File: src/rtl/mc_ctrl_pkg.sv
// Shared types and encodings for the multicycle controller: FSM states,
// opcodes, ALU codes, mux-select encodings and branch-condition helpers.
package mc_ctrl_pkg;

  typedef enum logic [3:0] {
    ST_FETCH    = 4'd0,
    ST_DECODE   = 4'd1,
    ST_MEMADR   = 4'd2,
    ST_MEMREAD  = 4'd3,
    ST_MEMWB    = 4'd4,
    ST_MEMWRITE = 4'd5,
    ST_EXECR    = 4'd6,
    ST_EXECI    = 4'd7,
    ST_ALUWB    = 4'd8,
    ST_BRANCH   = 4'd9,
    ST_JAL      = 4'd10,
    ST_TRAP     = 4'd11
  } state_e;

  typedef enum logic [1:0] {
    ALU_MODE_ADD   = 2'b00,
    ALU_MODE_SUB   = 2'b01,
    ALU_MODE_FUNCT = 2'b10
  } alu_mode_e;

  localparam logic [6:0] OP_LOAD   = 7'b0000011;
  localparam logic [6:0] OP_STORE  = 7'b0100011;
  localparam logic [6:0] OP_RTYPE  = 7'b0110011;
  localparam logic [6:0] OP_ITYPE  = 7'b0010011;
  localparam logic [6:0] OP_BRANCH = 7'b1100011;
  localparam logic [6:0] OP_JAL    = 7'b1101111;

  localparam logic [2:0] ALU_ADD = 3'b000;
  localparam logic [2:0] ALU_SUB = 3'b001;
  localparam logic [2:0] ALU_AND = 3'b010;
  localparam logic [2:0] ALU_OR  = 3'b011;
  localparam logic [2:0] ALU_SLT = 3'b101;

  localparam logic [1:0] SRCA_PC    = 2'b00;
  localparam logic [1:0] SRCA_OLDPC = 2'b01;
  localparam logic [1:0] SRCA_RS1   = 2'b10;
  localparam logic [1:0] SRCB_RS2   = 2'b00;
  localparam logic [1:0] SRCB_IMM   = 2'b01;
  localparam logic [1:0] SRCB_FOUR  = 2'b10;
  localparam logic [1:0] RES_ALUOUT = 2'b00;
  localparam logic [1:0] RES_DATA   = 2'b01;
  localparam logic [1:0] RES_ALURES = 2'b10;
  localparam logic [1:0] IMM_I      = 2'b00;
  localparam logic [1:0] IMM_S      = 2'b01;
  localparam logic [1:0] IMM_B      = 2'b10;
  localparam logic [1:0] IMM_J      = 2'b11;

  // Carry is no-borrow, so unsigned less-than is !Carry.
  function automatic logic branch_taken(input logic [2:0] funct3, input logic zero,
                                        input logic neg, input logic carry, input logic ovf);
    logic taken_s;
    case (funct3)
      3'b000:  taken_s = zero;
      3'b001:  taken_s = ~zero;
      3'b100:  taken_s = neg ^ ovf;
      3'b101:  taken_s = ~(neg ^ ovf);
      3'b110:  taken_s = ~carry;
      3'b111:  taken_s = carry;
      default: taken_s = 1'b0;
    endcase
    return taken_s;
  endfunction

  function automatic logic branch_legal(input logic [2:0] funct3, input logic full_branch);
    logic ok_s;
    case (funct3)
      3'b000:                         ok_s = 1'b1;
      3'b001, 3'b100, 3'b101,
      3'b110, 3'b111:                 ok_s = full_branch;
      default:                        ok_s = 1'b0;
    endcase
    return ok_s;
  endfunction

endpackage

File: src/rtl/mc_ctrl_if.sv
// Controller <-> datapath bundle: instruction fields and ALU flags in,
// datapath enables and mux selects out.
interface mc_ctrl_if #(parameter int ALU_CTRL_W = 3);
  logic [6:0]            op;
  logic [2:0]            funct3;
  logic                  funct75;
  logic                  Zero;
  logic                  Negative;
  logic                  Carry;
  logic                  Overflow;
  logic                  mem_ready;
  logic                  PCWrite;
  logic                  AdrSrc;
  logic                  MemWrite;
  logic                  IRWrite;
  logic [1:0]            ResultSrc;
  logic [1:0]            ALUSrcA;
  logic [1:0]            ALUSrcB;
  logic [ALU_CTRL_W-1:0] ALUControl;
  logic [1:0]            ImmSrc;
  logic                  RegWrite;
  logic                  illegal;
  logic [3:0]            state_o;

  modport master (
    input  op, funct3, funct75, Zero, Negative, Carry, Overflow, mem_ready,
    output PCWrite, AdrSrc, MemWrite, IRWrite, ResultSrc, ALUSrcA, ALUSrcB,
           ALUControl, ImmSrc, RegWrite, illegal, state_o
  );

  modport slave (
    output op, funct3, funct75, Zero, Negative, Carry, Overflow, mem_ready,
    input  PCWrite, AdrSrc, MemWrite, IRWrite, ResultSrc, ALUSrcA, ALUSrcB,
           ALUControl, ImmSrc, RegWrite, illegal, state_o
  );
endinterface

File: src/rtl/mc_alu_decoder.sv
// Combinational ALU-control decoder. legal reflects funct3 support only, so it
// is meaningful in DECODE even while the ALU is forced to add.
module mc_alu_decoder
  import mc_ctrl_pkg::*;
#(
  parameter int ALU_CTRL_W = 3
) (
  input  alu_mode_e             mode,
  input  logic [2:0]            funct3,
  input  logic                  funct75,
  input  logic                  op5,
  output logic [ALU_CTRL_W-1:0] alu_control,
  output logic                  legal
);

  logic [2:0] funct_code_s;
  logic [2:0] code_s;

  // funct3/funct7 decode; only R-type (op5=1) honours funct7[5] for sub
  always_comb begin
    funct_code_s = ALU_ADD;
    legal        = 1'b1;
    case (funct3)
      3'b000:  funct_code_s = (op5 && funct75) ? ALU_SUB : ALU_ADD;
      3'b010:  funct_code_s = ALU_SLT;
      3'b110:  funct_code_s = ALU_OR;
      3'b111:  funct_code_s = ALU_AND;
      default: begin
        funct_code_s = ALU_ADD;
        legal        = 1'b0;
      end
    endcase
  end

  // mode select between fixed add/sub and the decoded operation
  always_comb begin
    code_s = ALU_ADD;
    case (mode)
      ALU_MODE_ADD:   code_s = ALU_ADD;
      ALU_MODE_SUB:   code_s = ALU_SUB;
      ALU_MODE_FUNCT: code_s = funct_code_s;
      default:        code_s = ALU_ADD;
    endcase
  end

  assign alu_control = ALU_CTRL_W'(code_s);

endmodule

File: src/rtl/multicycle_control.sv
// Multicycle RISC-V style main controller: Moore FSM driving datapath enables
// and selects, with memory-ready stalls and an illegal-instruction trap state.
module multicycle_control
  import mc_ctrl_pkg::*;
#(
  parameter int ALU_CTRL_W    = 3,
  parameter int FULL_BRANCH   = 1,
  parameter int MEM_HANDSHAKE = 1
) (
  input  logic      clk,
  input  logic      rst_n,
  mc_ctrl_if.master bus
);

  state_e                state_r;
  state_e                next_s;
  alu_mode_e             alu_mode_s;
  logic [ALU_CTRL_W-1:0] alu_ctrl_s;
  logic                  f3_legal_s;
  logic                  mem_ready_s;
  logic                  full_branch_s;
  logic                  pcwrite_s, irwrite_s, memwrite_s, regwrite_s, adrsrc_s, illegal_s;
  logic [1:0]            resultsrc_s, srca_s, srcb_s, immsrc_s;

  assign mem_ready_s   = (MEM_HANDSHAKE != 0) ? bus.mem_ready : 1'b1;
  assign full_branch_s = (FULL_BRANCH != 0);

  mc_alu_decoder #(.ALU_CTRL_W(ALU_CTRL_W)) u_alu_dec (
    .mode        (alu_mode_s),
    .funct3      (bus.funct3),
    .funct75     (bus.funct75),
    .op5         (bus.op[5]),
    .alu_control (alu_ctrl_s),
    .legal       (f3_legal_s)
  );

  // state register
  always_ff @(posedge clk or negedge rst_n) begin
    if (!rst_n) begin
      state_r <= ST_FETCH;
    end else begin
      state_r <= next_s;
    end
  end

  // next-state logic
  always_comb begin
    next_s = ST_FETCH;
    case (state_r)
      ST_FETCH:    next_s = mem_ready_s ? ST_DECODE : ST_FETCH;
      ST_DECODE: begin
        case (bus.op)
          OP_LOAD, OP_STORE: next_s = ST_MEMADR;
          OP_RTYPE:          next_s = f3_legal_s ? ST_EXECR : ST_TRAP;
          OP_ITYPE:          next_s = f3_legal_s ? ST_EXECI : ST_TRAP;
          OP_BRANCH:         next_s = branch_legal(bus.funct3, full_branch_s) ? ST_BRANCH : ST_TRAP;
          OP_JAL:            next_s = ST_JAL;
          default:           next_s = ST_TRAP;
        endcase
      end
      ST_MEMADR:   next_s = bus.op[5] ? ST_MEMWRITE : ST_MEMREAD;
      ST_MEMREAD:  next_s = mem_ready_s ? ST_MEMWB : ST_MEMREAD;
      ST_MEMWB:    next_s = ST_FETCH;
      ST_MEMWRITE: next_s = mem_ready_s ? ST_FETCH : ST_MEMWRITE;
      ST_EXECR:    next_s = ST_ALUWB;
      ST_EXECI:    next_s = ST_ALUWB;
      ST_ALUWB:    next_s = ST_FETCH;
      ST_BRANCH:   next_s = ST_FETCH;
      ST_JAL:      next_s = ST_ALUWB;
      ST_TRAP:     next_s = ST_FETCH;
      default:     next_s = ST_FETCH;
    endcase
  end

  // per-state datapath controls; anything not named stays 0 / select 00
  always_comb begin
    pcwrite_s   = 1'b0;
    irwrite_s   = 1'b0;
    memwrite_s  = 1'b0;
    regwrite_s  = 1'b0;
    adrsrc_s    = 1'b0;
    illegal_s   = 1'b0;
    resultsrc_s = RES_ALUOUT;
    srca_s      = SRCA_PC;
    srcb_s      = SRCB_RS2;
    immsrc_s    = IMM_I;
    alu_mode_s  = ALU_MODE_ADD;
    case (state_r)
      ST_FETCH: begin
        srcb_s      = SRCB_FOUR;
        resultsrc_s = RES_ALURES;
        irwrite_s   = mem_ready_s;
        pcwrite_s   = mem_ready_s;
      end
      ST_DECODE: begin
        srca_s = SRCA_OLDPC;
        srcb_s = SRCB_IMM;
        case (bus.op)
          OP_STORE:  immsrc_s = IMM_S;
          OP_BRANCH: immsrc_s = IMM_B;
          OP_JAL:    immsrc_s = IMM_J;
          default:   immsrc_s = IMM_I;
        endcase
      end
      ST_MEMADR: begin
        srca_s   = SRCA_RS1;
        srcb_s   = SRCB_IMM;
        immsrc_s = bus.op[5] ? IMM_S : IMM_I;
      end
      ST_MEMREAD:  adrsrc_s = 1'b1;
      ST_MEMWB: begin
        resultsrc_s = RES_DATA;
        regwrite_s  = 1'b1;
      end
      ST_MEMWRITE: begin
        adrsrc_s   = 1'b1;
        memwrite_s = 1'b1;
      end
      ST_EXECR: begin
        srca_s     = SRCA_RS1;
        alu_mode_s = ALU_MODE_FUNCT;
      end
      ST_EXECI: begin
        srca_s     = SRCA_RS1;
        srcb_s     = SRCB_IMM;
        alu_mode_s = ALU_MODE_FUNCT;
      end
      ST_ALUWB:    regwrite_s = 1'b1;
      ST_BRANCH: begin
        srca_s     = SRCA_RS1;
        alu_mode_s = ALU_MODE_SUB;
        immsrc_s   = IMM_B;
        pcwrite_s  = branch_taken(bus.funct3, bus.Zero, bus.Negative, bus.Carry, bus.Overflow);
      end
      ST_JAL: begin
        srca_s    = SRCA_OLDPC;
        srcb_s    = SRCB_FOUR;
        immsrc_s  = IMM_J;
        pcwrite_s = 1'b1;
      end
      ST_TRAP:     illegal_s = 1'b1;
      default:     illegal_s = 1'b0;
    endcase
  end

  // write enables are also forced low for the whole reset assertion
  assign bus.PCWrite    = pcwrite_s & rst_n;
  assign bus.IRWrite    = irwrite_s & rst_n;
  assign bus.MemWrite   = memwrite_s & rst_n;
  assign bus.RegWrite   = regwrite_s & rst_n;
  assign bus.illegal    = illegal_s & rst_n;
  assign bus.AdrSrc     = adrsrc_s;
  assign bus.ResultSrc  = resultsrc_s;
  assign bus.ALUSrcA    = srca_s;
  assign bus.ALUSrcB    = srcb_s;
  assign bus.ImmSrc     = immsrc_s;
  assign bus.ALUControl = alu_ctrl_s;
  assign bus.state_o    = state_r;

endmodule

File: src/flat_wrapper.sv
// flat-port wrapper written by rule: the top's interface ports become plain ports
module multicycle_control_flat import mc_ctrl_pkg::*;
#(
  parameter int ALU_CTRL_W    = 3,
  parameter int FULL_BRANCH   = 1,
  parameter int MEM_HANDSHAKE = 1
)
  (clk, rst_n, bus_op, bus_funct3, bus_funct75, bus_Zero, bus_Negative, bus_Carry, bus_Overflow, bus_mem_ready, bus_PCWrite, bus_AdrSrc, bus_MemWrite, bus_IRWrite, bus_ResultSrc, bus_ALUSrcA, bus_ALUSrcB, bus_ALUControl, bus_ImmSrc, bus_RegWrite, bus_illegal, bus_state_o);
  mc_ctrl_if #(.ALU_CTRL_W(ALU_CTRL_W)) bus_i ();
  input  logic clk;
  input  logic rst_n;
  input wire logic [$bits(bus_i.op)-1:0] bus_op;
  input wire logic [$bits(bus_i.funct3)-1:0] bus_funct3;
  input wire logic [$bits(bus_i.funct75)-1:0] bus_funct75;
  input wire logic [$bits(bus_i.Zero)-1:0] bus_Zero;
  input wire logic [$bits(bus_i.Negative)-1:0] bus_Negative;
  input wire logic [$bits(bus_i.Carry)-1:0] bus_Carry;
  input wire logic [$bits(bus_i.Overflow)-1:0] bus_Overflow;
  input wire logic [$bits(bus_i.mem_ready)-1:0] bus_mem_ready;
  output wire logic [$bits(bus_i.PCWrite)-1:0] bus_PCWrite;
  output wire logic [$bits(bus_i.AdrSrc)-1:0] bus_AdrSrc;
  output wire logic [$bits(bus_i.MemWrite)-1:0] bus_MemWrite;
  output wire logic [$bits(bus_i.IRWrite)-1:0] bus_IRWrite;
  output wire logic [$bits(bus_i.ResultSrc)-1:0] bus_ResultSrc;
  output wire logic [$bits(bus_i.ALUSrcA)-1:0] bus_ALUSrcA;
  output wire logic [$bits(bus_i.ALUSrcB)-1:0] bus_ALUSrcB;
  output wire logic [$bits(bus_i.ALUControl)-1:0] bus_ALUControl;
  output wire logic [$bits(bus_i.ImmSrc)-1:0] bus_ImmSrc;
  output wire logic [$bits(bus_i.RegWrite)-1:0] bus_RegWrite;
  output wire logic [$bits(bus_i.illegal)-1:0] bus_illegal;
  output wire logic [$bits(bus_i.state_o)-1:0] bus_state_o;
  assign bus_i.op = bus_op;
  assign bus_i.funct3 = bus_funct3;
  assign bus_i.funct75 = bus_funct75;
  assign bus_i.Zero = bus_Zero;
  assign bus_i.Negative = bus_Negative;
  assign bus_i.Carry = bus_Carry;
  assign bus_i.Overflow = bus_Overflow;
  assign bus_i.mem_ready = bus_mem_ready;
  assign bus_PCWrite = bus_i.PCWrite;
  assign bus_AdrSrc = bus_i.AdrSrc;
  assign bus_MemWrite = bus_i.MemWrite;
  assign bus_IRWrite = bus_i.IRWrite;
  assign bus_ResultSrc = bus_i.ResultSrc;
  assign bus_ALUSrcA = bus_i.ALUSrcA;
  assign bus_ALUSrcB = bus_i.ALUSrcB;
  assign bus_ALUControl = bus_i.ALUControl;
  assign bus_ImmSrc = bus_i.ImmSrc;
  assign bus_RegWrite = bus_i.RegWrite;
  assign bus_illegal = bus_i.illegal;
  assign bus_state_o = bus_i.state_o;
  multicycle_control #(.ALU_CTRL_W(ALU_CTRL_W), .FULL_BRANCH(FULL_BRANCH), .MEM_HANDSHAKE(MEM_HANDSHAKE)) u_core (.clk(clk), .rst_n(rst_n), .bus(bus_i));
endmodule
File: config.mk
export PLATFORM = sky130hd
export DESIGN_NAME = multicycle_control_flat
export DESIGN_NICKNAME = d
export VERILOG_FILES = /design/src/rtl/mc_ctrl_pkg.sv /design/src/rtl/mc_ctrl_if.sv /design/src/rtl/mc_alu_decoder.sv /design/src/rtl/multicycle_control.sv /design/src/flat_wrapper.sv
export SDC_FILE = /design/constraint.sdc
export NUM_CORES = 1
export LEC_CHECK = 0
export ABC_AREA = 0
export BUFFER_PORTS_ARGS = -buffer_cell sky130_fd_sc_hd__buf_2
export CAP_MARGIN = 15
export CORE_MARGIN = 5
export CORE_UTILIZATION = 48
export CTS_CLUSTER_DIAMETER = 80
export DETAILED_ROUTE_END_ITERATION = 10
export PLACE_DENSITY = 0.84
export SLEW_MARGIN = 0
export SYNTH_ARGS = -nofsm -noshare
export SYNTH_HDL_FRONTEND = slang
export SYNTH_HIERARCHICAL = 1
export SYNTH_SLANG_ARGS = --single-unit
File: constraint.sdc
create_clock -name clk -period 2.4 [get_ports clk]
set_input_delay 0.12 -clock clk [delete_from_list [all_inputs] [get_ports clk]]
set_output_delay 0.12 -clock clk [all_outputs]
set_load 0.005 [all_outputs]
; ---- Word level (Yosys, flattened, before mapping)
; Cells that the tools add are included.
[word_totals]
ff_bits = 4
input_bits = 18
output_inout_bits = 21
elab_cells = 79
[classes]
eq_ne = 25
n_mux = 30
bitwise = 9
n_reduce_logical = 14
[op_table]
columns = operator, n
row1 = $pmux W4 S6, 1
row2 = $pmux W4 S5, 1
row3 = $eq A4 B3 Y1 const B, 4
row4 = $eq A4 B4 Y1 const B, 4
row5 = $pmux W2 S2, 4
row6 = $eq A7 B6 Y1 const B, 2
row7 = $eq A7 B7 Y1 const B, 2
row8 = $eq A3 B3 Y1 const B, 4
row9 = $mux W1, 12
row10 = $pmux W3 S4, 1
row11 = $reduce_or A2 Y1, 6
row12 = $mux W3, 3
row13 = $eq A4 B2 Y1 const B, 2
row14 = $mux W4, 2
row15 = $pmux W2 S4, 1
row16 = $reduce_or A4 Y1, 2
row17 = $eq A7 B2 Y1 const B, 1
row18 = $eq A7 B5 Y1 const B, 1
row19 = $pmux W1 S6, 1
row20 = $pmux W2 S3, 1
row21 = $pmux W3 S2, 1
row22 = $reduce_or A3 Y1, 2
row23 = $reduce_or A6 Y1, 1
row24 = $and A1 B1 Y1, 5
row25 = 12 further kinds, 14

; ---- Longest topological paths before layout
[depth]
depth_word = 8
ltp_mapped = 8
ltp_nobuf = 6

; ---- Modules after synthesis
; Netlist, hierarchy kept.
[by_module_without_submodules]
columns = mod, n_inst, cells_per_inst, area_each_um2, seq_area_each_um2
row1 = multicycle_control, 1, 99, 664.4, 100.1
row2 = mc_alu_decoder, 1, 14, 98.8, 0.0

; ---- Least setup slack after synthesis
; No wires, ideal clock.
[synth_timing]
path_type = reg2out
from = register u_core.state_r[2] (netlist: u_core/bus.state_o[2])
to = output bus_ALUControl[2]
arrival_ps = 1558
t_required_ps = 2280
setup_slack_ps = 722
path_stages_with_launch = 7
path_buffers = 2
path_cell_list = dfrtp_1 > clkbuf_1 > buf_2 > inv_1 > nor2_1 > ha_1 > nor4_1
[synth_between]
elab_chain_cells = 5
word_cells_on_any_way = 8
classes_between = eq/ne (5) / mux (2) / reduce/logical (1)
[synth_lines]
columns = element, line
row1 = "start, declared", multicycle_control.sv:15  ; state_e state_r;
row2 = "start signal, assigned", multicycle_control.sv:42  ; state_r <= next_s;
row3 = $eq A4 B3 Y1, multicycle_control.sv:88  ; case (state_r)
row4 = $reduce_or A2 Y1 (no source line), -
row5 = $pmux W2 S2 *, multicycle_control.sv:88
row6 = via u_core.alu_mode_s[1], multicycle_control.sv:17  ; alu_mode_e alu_mode_s;
row7 = $eq A2 B2 Y1 or $eq A2 B1 Y1 (tied branches), mc_alu_decoder.sv:38  ; case (mode)
row8 = $pmux W3 S2 *, mc_alu_decoder.sv:38
row9 = "end, declared", flat_wrapper.sv:27  ; output wire logic [$bits(bus_i.ALUControl)-1:0] bus_ALUControl;
; Mark *: on every way through the listed nets, which the timed path passes. The rest lies on a longest branch.

; ---- Final worst setup path
[layout_timing]
from = register u_core.state_r[0] (netlist: u_core/bus.state_o[0])
to = output bus_ALUControl[2]
; The elaborated chain is that of the path after synthesis.

==> run summary <==
Synth
• distinct cell type count of the synthesized netlist: 35
• post-synthesis cell area: 763 um^2
• asr flop ratio synth: 100%
• Yosys warnings: 6
• sequential fraction of the synthesis area: 13.1%
• syn_nets: 133
• register bit count reported by yosys: 4
• cells after synthesis: 113
• number of flops mapped to enable cells by yosys: 0
• Main synth FF type: sky130_fd_sc_hd__dfrtp_1
• mean cell area of the mapped netlist: 6.75 um^2

Global route
• pin count of the biggest net entering global routing: 19
• number of antenna violations at the first check in global routing: 0
• number of global-route vias before repair: 855
• total global routing track utilization: 17.9%
• global-route congestion overflow total: 0
• global-route wire length before repair: 3.53 mm

Place
• Cell Count Post-Placement: 163
• worst slack at placement: 0.439 ns
• port bufs: 38
• Detail Placement HPWL: 1.82 mm
• Final Wtd Congestion: 0.888

Power and ir drop
• power per cell area: 927 nW/um^2
• LEAKAGE: 0.000477 uW
• Comb power frac: 76.0%
• switching power: 475 uW
• Peak supply drop: 0.000409 V
• net switching fraction of the power: 51.3%
• Seq pwr share: 14.9%
• internal power summed over all cells: 450 uW
• Clk network pwr share: 9.1%

Final layout
• filler instances: 138
• layout overhead on the synthesized area: 30.8%
• layout net count: 173
• leading cell type in the layout, fill and taps excluded: sky130_fd_sc_hd__buf_2
• share of post-route cells with drive strength above 1: 33.1%
• antenna cells: 0
• final core utilization: 66.3%
• number of flip-flops in the largest register: 4
• non-filler cells in the finished layout: 167
• commonest non-fill, non-tap cells in the layout: 38 x sky130_fd_sc_hd__buf_2, 13 x sky130_fd_sc_hd__nor2_1, 10 x sky130_fd_sc_hd__nand2_1, 9 x sky130_fd_sc_hd__inv_1, 8 x sky130_fd_sc_hd__a21oi_1

Critical path
• CP Capture Type: output port
• peak fanout along the critical path: 13
• worst reg2reg endpoint: u_core/bus.state_o[3]
• Setup CP Type: flop to output port
• Critical Path AT: 1.98 ns
• sort of element at the start of the critical path: flop
• setup slack, reg-to-reg: 0.93 ns
• worst reg-to-reg path cell count: 3
• Required @ worst endpoint: 2.28 ns
• R2R Path Start: u_core/bus.state_o[0]

Clocking
• H-tree levels: 1
• clock slew seen by the registers of the worst setup and hold paths: 0.04 ns
• clock tree from TritonCTS: done
• worst skew pair latency: 0.24 ns
• number of sinks handled by clock tree synthesis: 4
• CTS max path bufs: 2
• clock buffers created by TritonCTS: 3
• number of setup buffers added after CTS: 0
• clock root buffer: sky130_fd_sc_hd__clkbuf_4

STA
• Setup Skew: 0.00860 ns
• setup ws final: 0.298 ns
• setup_tns: 0 ns
• tightest slew margin relative to the limit: 75.1%
• max-slew violation count: 0
• Least-Margin Pin Slew: 0.373 ns
• final-report hold violation count: 0
• minimum clock period after layout: 2.10 ns
• Period Utilization, post-route: 87.6%
• Max Clk Rate: 476 MHz
• unrepaired setup endpoints after global routing: false
• Setup-failing EPs final: 0

Routing
• post-detailed-route wirelength per cell: 13.9 um
• 1st-pass router iterations: 4
• Remaining DRCs: 0
• DR vias/cell: 5.78
• initial drt markers: 43
• Total Routed Length: 2.32 mm
• count of antenna-violating nets left after detailed routing: 0
• number of vias in the routed layout: 966

Run status
• result of the run: finished clean

Hold path
• class of the most critical hold timing path: input port to asynchronous set/reset pin

Floorplanning
• number of top-level design ports: 39
• Die Footprint: 2490 um^2
• y dimension of the die: 49.9 um
• Site Rows: 14
• initial standard-cell utilization of the core: 50.7%
• die boundary width: 49.9 um
• area of the core: 1510 um^2

Flow run
• total of max-cap violations: 0

metal layers:
metal / up-vias / wire length [um] / global-route usage [%]
met5: - / 0 / 0
met4: 0 / 30 / 9.17
met3: 4 / 161 / 3.01
met2: 36 / 1220 / 33.9
met1: 447 / 905 / 18.2
li1: 479 / - / -
logic make-up (layout without fill, tap and decap cells):
kind of cell	after synthesis	count (layout)	share of synthesized area, %
buffers and inverters	16	54	8.52
multiplexers	3	3	3.93
flip-flops	4	4	13.1
AND/OR/NAND/NOR	56	56	38.2
AO/OA/AOI/OAI	26	26	26.1
XOR/XNOR	6	6	6.89
adder cells (fa/ha/maj)	2	2	3.28
repair_timing:
action / 4_1_cts / 5_1_grt
endpoints found under the setup margin: 0 / 1
resized for setup: 0 / 1
hold buffers: 1 / 0
endpoints found under the hold margin: 4 / 0
cell usage after synthesis (all sizes together) (3+ instances only):
| cell | number | area, um^2 |
|---|---|---|
| a21oi | 9 | 48.8 |
| nand2 | 10 | 37.5 |
| mux2i | 3 | 30.0 |
| or3 | 3 | 23.8 |
| nand3 | 4 | 20.0 |
| nor3 | 8 | 45.0 |
| buf | 4 | 20.0 |
| xor2 | 3 | 26.3 |
| nor2 | 13 | 48.8 |
| o21ai | 4 | 20.0 |
| xnor2 | 3 | 26.3 |
| and3 | 4 | 25.0 |
| dfrtp | 4 | 100 |
| clkbuf | 3 | 11.3 |
| nand2b | 6 | 37.5 |
| inv | 9 | 33.8 |
| nand3b | 3 | 22.5 |
power by group through the flow:
stage	sequential [uW]	clock [uW]	combinational, uW
2_1_floorplan	124	0	473
3_3_place_gp	136	0	670
3_5_place_dp	136	0	695
4_1_cts	135	88.3	698
5_1_grt	147	92.9	763
6_report	138	84.6	703
worst max-delay path: stages (launching register included):
cell,delay [ns]
sky130_fd_sc_hd__dfrtp_2,0.47
sky130_fd_sc_hd__nand2b_1,0.25
sky130_fd_sc_hd__nor2_1,0.22
sky130_fd_sc_hd__inv_1,0.06
sky130_fd_sc_hd__ha_1,0.33
sky130_fd_sc_hd__nor4_1,0.25
sky130_fd_sc_hd__buf_2,0.15
worst max path at each step:
stage,from,to,slack (ns),cells after the start
after CTS,u_core/bus.state_o[0],bus_ALUControl[2],0.19,6
after detailed placement,u_core/bus.state_o[0],bus_ALUControl[2],0.44,6
after global routing,u_core/bus.state_o[0],bus_ALUControl[2],0.13,6
after floorplan,u_core/bus.state_o[2],bus_ALUControl[2],0.72,6
final,u_core/bus.state_o[0],bus_ALUControl[2],0.30,6
after global placement,u_core/bus.state_o[0],bus_ALUControl[2],0.54,6
through the flow:
stage	instance area, um^2	hold WS [ns]	power, uW
after floorplan	763	-0.176	597
after global placement	965	-0.0360	806
after detailed placement	965	-0.0335	832
after CTS	997	0.243	922
after global routing	998	0.260	1000
final	998	0.253	926
final cells by class:
class / instances / area (um^2) / share of cell area, %
Inverter: 9 / 33.8 / 3.38
Clock buffer: 3 / 22.5 / 2.26
Sequential cell: 4 / 101 / 10.2
Tap cell: 16 / 20.0 / 2.01
Multi-Input combinational cell: 93 / 598 / 59.9
Timing Repair Buffer: 42 / 223 / 22.3
Note: power is estimated with default switching activity, not from simulation.
